===== src/rtl/multicycle_ctrl_hs.sv =====
`default_nettype none
// ============================================================================
// Module   : multicycle_ctrl_hs
// Brief    : Multicycle CPU control FSM with memory handshake, trap, display
//            and halt classes, plus a retired-instruction counter.
// Revision : 1.0
// ============================================================================
module multicycle_ctrl_hs #(
    parameter int OPCODE_W = 6,
    parameter int CNT_W    = 16
) (
    input  logic                clk,
    input  logic                reset,
    input  logic [OPCODE_W-1:0] opcode,
    input  logic                mem_ready,
    input  logic                resume,
    output logic                pc_cond,
    output logic                pc_write,
    output logic [1:0]          pc_src,
    output logic                mem_src,
    output logic                mem_read,
    output logic                mem_write,
    output logic                ir_write,
    output logic                reg_src,
    output logic [1:0]          data_src,
    output logic                reg_write,
    output logic                a_src,
    output logic [1:0]          b_src,
    output logic [1:0]          alu_op,
    output logic                display_write,
    output logic                trap,
    output logic                halted,
    output logic [3:0]          state,
    output logic [CNT_W-1:0]    retired
);

    typedef enum logic [3:0] {
        S_FETCH  = 4'd0,
        S_DECODE = 4'd1,
        S_ADDR   = 4'd2,
        S_MEMRD  = 4'd3,
        S_MEM_WB = 4'd4,
        S_MEMWR  = 4'd5,
        S_R_EXEC = 4'd6,
        S_R_WB   = 4'd7,
        S_BRANCH = 4'd8,
        S_JUMP   = 4'd9,
        S_I_EXEC = 4'd10,
        S_I_WB   = 4'd11,
        S_DISP   = 4'd12,
        S_TRAP   = 4'd13,
        S_HALT   = 4'd14,
        S_BAD    = 4'd15
    } state_t;

    state_t             r_state;
    state_t             w_next;
    logic               w_retire;
    logic [2:0]         w_class;
    logic [CNT_W-1:0]   r_retired;
    logic               w_unused_opcode;

    assign w_class         = opcode[OPCODE_W-1 -: 3];
    // Middle opcode bits belong to the datapath, not to sequencing.
    assign w_unused_opcode = ^opcode;

    always_ff @(posedge clk) begin
        if (reset) begin
            r_state   <= S_FETCH;
            r_retired <= '0;
        end else begin
            r_state <= w_next;
            if (w_retire) begin
                r_retired <= r_retired + 1'b1;
            end
        end
    end

    always_comb begin
        w_next        = S_FETCH;
        w_retire      = 1'b0;
        pc_cond       = 1'b0;
        pc_write      = 1'b0;
        pc_src        = 2'b00;
        mem_src       = 1'b0;
        mem_read      = 1'b0;
        mem_write     = 1'b0;
        ir_write      = 1'b0;
        reg_src       = 1'b0;
        data_src      = 2'b00;
        reg_write     = 1'b0;
        a_src         = 1'b0;
        b_src         = 2'b00;
        alu_op        = 2'b00;
        display_write = 1'b0;
        trap          = 1'b0;
        halted        = 1'b0;
        case (r_state)
            S_FETCH: begin
                mem_read = 1'b1;
                b_src    = 2'b01;
                // Strobes fire only on the cycle the fetch completes.
                ir_write = mem_ready & ~reset;
                pc_write = mem_ready & ~reset;
                w_next   = mem_ready ? S_DECODE : S_FETCH;
            end
            S_DECODE: begin
                b_src = 2'b11;
                case (w_class)
                    3'b000:  w_next = S_R_EXEC;
                    3'b100:  w_next = S_I_EXEC;
                    3'b010:  w_next = S_BRANCH;
                    3'b001:  w_next = S_ADDR;
                    3'b111:  w_next = S_JUMP;
                    3'b110:  w_next = S_DISP;
                    3'b011:  w_next = S_HALT;
                    default: w_next = S_TRAP;
                endcase
            end
            S_ADDR: begin
                a_src  = 1'b1;
                b_src  = 2'b10;
                w_next = opcode[0] ? S_MEMWR : S_MEMRD;
            end
            S_MEMRD: begin
                mem_src  = 1'b1;
                mem_read = 1'b1;
                w_next   = mem_ready ? S_MEM_WB : S_MEMRD;
            end
            S_MEM_WB: begin
                reg_write = 1'b1;
                w_retire  = 1'b1;
            end
            S_MEMWR: begin
                mem_src   = 1'b1;
                mem_write = 1'b1;
                w_retire  = mem_ready;
                w_next    = mem_ready ? S_FETCH : S_MEMWR;
            end
            S_R_EXEC: begin
                a_src  = 1'b1;
                alu_op = 2'b10;
                w_next = S_R_WB;
            end
            S_R_WB: begin
                reg_src   = 1'b1;
                reg_write = 1'b1;
                data_src  = 2'b01;
                w_retire  = 1'b1;
            end
            S_BRANCH: begin
                a_src    = 1'b1;
                alu_op   = 2'b01;
                pc_cond  = 1'b1;
                pc_src   = 2'b01;
                w_retire = 1'b1;
            end
            S_JUMP: begin
                pc_write = 1'b1;
                pc_src   = 2'b10;
                w_retire = 1'b1;
            end
            S_I_EXEC: begin
                a_src  = 1'b1;
                b_src  = 2'b10;
                alu_op = 2'b10;
                w_next = S_I_WB;
            end
            S_I_WB: begin
                reg_write = 1'b1;
                data_src  = 2'b01;
                w_retire  = 1'b1;
            end
            S_DISP: begin
                display_write = 1'b1;
                w_retire      = 1'b1;
            end
            S_TRAP: begin
                trap     = 1'b1;
                pc_write = 1'b1;
                pc_src   = 2'b11;
            end
            S_HALT: begin
                halted   = 1'b1;
                w_retire = resume;
                w_next   = resume ? S_FETCH : S_HALT;
            end
            default: begin
                w_next = S_FETCH;
            end
        endcase
    end

    assign state   = r_state;
    assign retired = r_retired;

endmodule
`default_nettype wire


===== config.mk =====
export PLATFORM = sky130hd
export DESIGN_NAME = multicycle_ctrl_hs
export DESIGN_NICKNAME = d
export VERILOG_FILES = /design/src/rtl/multicycle_ctrl_hs.sv
export SDC_FILE = /design/constraint.sdc
export NUM_CORES = 1
export LEC_CHECK = 0
export BUFFER_PORTS_ARGS = -buffer_cell sky130_fd_sc_hd__buf_2
export CAP_MARGIN = 20
export CORE_ASPECT_RATIO = 0.9
export CORE_MARGIN = 1
export CORE_UTILIZATION = 40
export DETAILED_ROUTE_END_ITERATION = 10
export GPL_ROUTABILITY_DRIVEN = 0
export GPL_TIMING_DRIVEN = 0
export PLACE_DENSITY = 0.78
export SLEW_MARGIN = 40
export SYNTH_ARGS = -nofsm -noshare
export SYNTH_HDL_FRONTEND = slang
export SYNTH_SLANG_ARGS = --single-unit

===== constraint.sdc =====
create_clock -name clk -period 3.5 [get_ports clk]
set_input_delay 0.7 -clock clk [delete_from_list [all_inputs] [get_ports clk]]
set_output_delay 0.7 -clock clk [all_outputs]
set_load 0.02 [all_outputs]

==> out/qor.yml, run 1 <==
outcome:
  outcome: "complete, no violations"
clocking:
  h-tree-depth: 1
  cts_resized: 0
  cts_tree: "yes"
  root_buffer: "clkbuf_8"
  insertion_delay_ps: 260
  cts_buffers: 3
  clkTransAtPathRegs_ps: 80
  post_cts_buffers: 0
  cts_hold_buf: 0
  clock_path_buffers: 2
  clkSinkCount: 20
drt:
  vias_per_cell: 5.11
  drc_errors: 0
  ant_nets: 0
  via_count: 1343
  drt_first_pass_iters: 4
  drt_iter0_drc: 104
  wirelength_um: 3280
  routedWlPerCell_um: 12.5
sta:
  period_needed_ps: 2490
  finalHoldViolCount: 0
  max_freq_ghz: 0.402
  rsz0062_at_grt: "no"
  finClkSkew_ps: 1.23
  finalSetupTns_ps: 0
  fin_crit_sh_pct: 71.1
  slew_violations: 0
  setup_violations: 0
synth:
  yosys_warnings: 0
  synthArstFlopShare_pct: 0
  synth_edf_count: 0
  yosysTopAreaCellShare_pct: 27.6
  ys_seq_area_share_pct: 27.6
  syn_area_um2: 1450
  ys_types: 47
  synthTopCellsByCount: "nor2_1, dfxtp_1, xnor2_1"
  synth_ff_type: "dfxtp_1"
  synthCells: 169
  synth.area.top_cells: "dfxtp_1, xnor2_1, nor2_1"
  ys_seq_elements: 20
  yosysMostFrequentCell: "nor2_1"
  yosys.area.top_type: "dfxtp_1"
  synth.avg_cell_area_um2: 8.57
  syn-num-nets: 180
layout:
  fill_cells: 333
  drive_gt1_share_pct: 36.5
  stdcell_area_um2: 1790
  final_cells: 263
  syn_to_final_growth_pct: 23.5
  final_nets: 231
  antennaDiodeCount: 0
global_route:
  grt_pass1_vias: 1205
  grt_pass1_wl_um: 5490
  grt.total_usage_pct: 17.9
  antenna_found_initial: 0
  grt_overflow: 0
  grt_max_degree: 12
power:
  ir_drop_v: 0.000262
  power_density_nw_per_um2: 458
  p_comb_share_pct: 46.5
  clockPowerShare_pct: 22.1
  total_power_mw: 0.820
  p_leak_nw: 0.742
  p_int_mw: 0.481
  sequentialPowerShare_pct: 31.4
  swShare_pct: 41.3
  p_sw_mw: 0.339
floorplanning:
  coreArea_um2: 3430
  die_w_um: 65.4
  dieArea_um2: 3870
  die_h_um: 59.1
  rows: 20
  pin_count: 50
  start_util_pct: 42.3
worst_setup_path:
  critPathRequiredTime_ps: 2800
  end_kind: "primary output"
  crit_arrival_ps: 1790
  critPathMaxFanout: 10
  critical_path.startpoint_type: "flop"
  crit_type: "reg2out"
placement:
  dp_hpwl_um: 2410
  place_area_um2: 1730
  dp_cells: 259
  port-buffer-count: 46
hold_path:
  hold_path_class: "reg2reg"
flow_run:
  maxCapViolCount: 0
-- layout make-up --
cell class              instances  area [um2]  share of cell area, %
clock buffers                   4        55.1                   3.08
inverters                       2        7.51                  0.420
multi-input cells             134         955                   53.4
flip-flops and latches         20         400                   22.4
repair buffers                 46         230                   12.9
well taps                      44        55.1                   3.08
plain buffers                  13        86.3                   4.83
-- stage by stage --
stage	setup slack [ps]	hold slack, ps	utilization, %
after global placement	1350	502	50.6
after floorplan	882	605	-
after global routing	807	556	52.2
final	1010	525	52.2
after detailed placement	1330	509	50.6
after CTS	1040	530	52.2
-- state kept, by name, summed over array words and instances, names as in the netlist --
signal,count
retired,16
state,4
-- layout by cell type (no fill, tap or decap), types with 4 or more instances in the layout --
cell       n
a21oi_1    7
clkbuf_8   4
nor2_1    29
nor3_1     4
nand3_1    6
nand2_1   10
nand2b_1   6
and3_1     5
nor4_2     7
xnor2_1   15
buf_2     49
dfxtp_1   20
-- layer usage --
metal	wire length [um]	global-route usage (%)	up-vias
met5	0	0	-
met4	33	5.90	0
met3	136	2.50	5
met2	1510	29.3	40
met1	1600	24.4	611
li1	-	-	687
-- critical path: stages (launching register included) --
cell and delay, ps:
dfxtp_1 360, buf_2 240, buf_1 400, nand2_1 180
o22ai_1 150, buf_2 180
-- final timing paths --
| check | endpoint | slack, ps | cells past startpoint | from |
|---|---|---|---|---|
| min | retired[15] | 530 | 2 | retired[15] |
| min reg2reg | retired[15] | 530 | 2 | retired[15] |
| max | pc_src[0] | 1010 | 5 | state[2] |
| max reg2reg | retired[5] | 1660 | 6 | state[3] |
-- kinds of logic after synthesis --
logic type,synth area share (%)
xor gates and xnor gates,9.07
AOI/OAI and AO/OA,14.5
other,0.259
adders and majority gates,0.863
buffers and inverters,6.48
and+or+nand+nor,37.6
DFF,27.6
muxes,3.63
-- power groups by stage --
stage / clock (mW) / sequential, mW / combinational, mW
2_1_floorplan: 0 / 0.278 / 0.269
3_3_place_gp: 0 / 0.262 / 0.373
3_5_place_dp: 0 / 0.263 / 0.380
4_1_cts: 0.185 / 0.258 / 0.381
5_1_grt: 0.193 / 0.260 / 0.413
6_report: 0.181 / 0.257 / 0.381
Note: power is estimated with default switching activity, not from simulation.
==> inputs of run 2 (changes only) <==
clock period = 2.3 ns   (was 3.5 ns; I/O delays follow)
==> out/qor.yml, run 2 (same netlist as run 1, synthesis figures left out) <==
floorplanning:
  die_w_um: 65.4  # unchanged
  dieArea_um2: 3870  # unchanged
  pin_count: 50  # unchanged
  rows: 20  # unchanged
  die_h_um: 59.1  # unchanged
  coreArea_um2: 3430  # unchanged
  start_util_pct: 42.3  # unchanged
layout:
  multi_input_area_um2: 963  # was 955 um2
  seqCellArea_um2: 400  # unchanged
  layout_common_cells: "buf_2, nor2_1, dfxtp_1"  # unchanged
  fin_util_pct: 53.0  # was 52.2%
  antennaDiodeCount: 0  # unchanged
  syn_to_final_growth_pct: 25.3  # was 23.5%
  drive_gt1_share_pct: 37.9  # was 36.5%
  final_common_cell: "buf_2"  # unchanged
  largest_register_ffs: 16  # unchanged
  stdcell_area_um2: 1820  # was 1790 um2
  fill_cells: 332  # was 333
  final_nets: 231  # unchanged
drt:
  vias_per_cell: 5.21  # was 5.11
  routedWlPerCell_um: 12.0  # was 12.5 um
  wirelength_um: 3170  # was 3280 um
  ant_nets: 0  # unchanged
  drt_first_pass_iters: 4  # unchanged
  drt_iter0_drc: 53  # was 104
  drc_errors: 0  # unchanged
  via_count: 1371  # was 1343
sta:
  period_needed_ps: 2130
  slew_violations: 0  # unchanged
  setup_violations: 0  # unchanged
  max_freq_ghz: 0.470
  finalHoldViolCount: 0  # unchanged
  fin_crit_sh_pct: 92.5
  finalSetupTns_ps: 0  # unchanged
  rsz0062_at_grt: "no"  # unchanged
  finClkSkew_ps: 4.00  # was 1.23 ps
worst_setup_path:
  critPathMaxFanout: 10  # unchanged
  cp-startpoint: "state[2]"  # unchanged
  critPathRequiredTime_ps: 1840  # was 2800 ps
  critical_path.startpoint_type: "flop"  # unchanged
  end_kind: "primary output"  # unchanged
  crit_type: "reg2out"  # unchanged
  crit_arrival_ps: 1670  # was 1790 ps
  reg2reg_from: "state[3]"  # unchanged
clocking:
  clkTransAtPathRegs_ps: 70  # was 80 ps
  cts_buffers: 3  # unchanged
  clkSinkCount: 20  # unchanged
  h-tree-depth: 1  # unchanged
  insertion_delay_ps: 260  # about the same
  clock_path_buffers: 2  # unchanged
  root_buffer: "clkbuf_8"  # unchanged
  cts_tree: "yes"  # unchanged
placement:
  port-buffer-count: 46  # unchanged
  dp_hpwl_um: 2490  # was 2410 um
  place_area_um2: 1740  # was 1730 um2
global_route:
  grt_pass1_vias: 1152  # was 1205
  grt_overflow: 0  # unchanged
  grt_util_met1_pct: 23.6  # was 24.4%
  met3_usage_pct: 5.00  # was 2.50%
  antenna_found_initial: 0  # unchanged
  grt_util_met2_pct: 26.5  # was 29.3%
  grt_max_degree: 13  # was 12
  grt_most_used_layer: "met2"  # unchanged
  grt.total_usage_pct: 16.9  # was 17.9%
  grt_pass1_wl_um: 5120  # was 5490 um
power:
  total_power_mw: 1.32  # was 0.820 mW
  p_leak_nw: 0.754  # was 0.742 nW
  ir_drop_v: 0.000347  # was 0.000262 V
  power_density_nw_per_um2: 729  # was 458 nW/um2
outcome:
  outcome: "complete, no violations"  # unchanged
flow_run:
  maxCapViolCount: 0  # unchanged
hold_path:
  min_from: "retired[13]"  # was retired[15]
  hold_path_class: "reg2reg"  # unchanged
-- run 2: report_power, final --
part	leakage (nW)	internal, mW	total (mW)	switching (mW)
Clock	0.0357	0.232	0.346	0.114
Sequential	0.162	0.369	0.393	0.0244
Combinational	0.556	0.215	0.585	0.370
Total	0.754	0.815	1.32	0.508
-- run 2: per-layer routing --
metal	share of wire [%]	wire, um	vias to the layer above
met4	0.35	11	0
li1	-	-	691
met5	0	0	-
met2	44	1400	50
met1	49	1540	628
met3	6.6	208	2
-- run 2: path summary, 6_finish.rpt --
path	endpoint	slack, ps	cells past startpoint
max	pc_write	170	5
min	retired[13]	550	2
max reg2reg	retired[5]	440	6
min reg2reg	retired[13]	550	2
-- run 2: critical path, stage by stage (launching register included) --
cell and delay, ps:
dfxtp_1 340, buf_2 200, nor2_2 220, nor4bb_2 340, or2_2 160, buf_2 150
-- run 2: repair_timing --
item / CTS / global route
hold buffers: 0 / 0
setup buffers: 0 / 0
resized for setup: 0 / 2
setup endpoints to repair: 0 / 6
-- run 2: layout make-up --
| type | instances | area share, % |
|---|---|---|
| timing repair buffer | 46 | 12.7 |
| inverter | 2 | 0.414 |
| tap | 44 | 3.03 |
| clock buffer | 3 | 2.27 |
| multi-input combinational | 134 | 53.1 |
| buffer | 13 | 4.82 |
| sequential | 20 | 22.1 |
| clock inverter | 1 | 1.65 |
-- run 2: metrics by stage --
stage	cells	hold slack (ps)	setup slack, ps
final	263	548	172
after global routing	263	564	29.7
after CTS	263	536	66.3
after detailed placement	259	526	361
after global placement	259	499	399
after floorplan	169	605	153
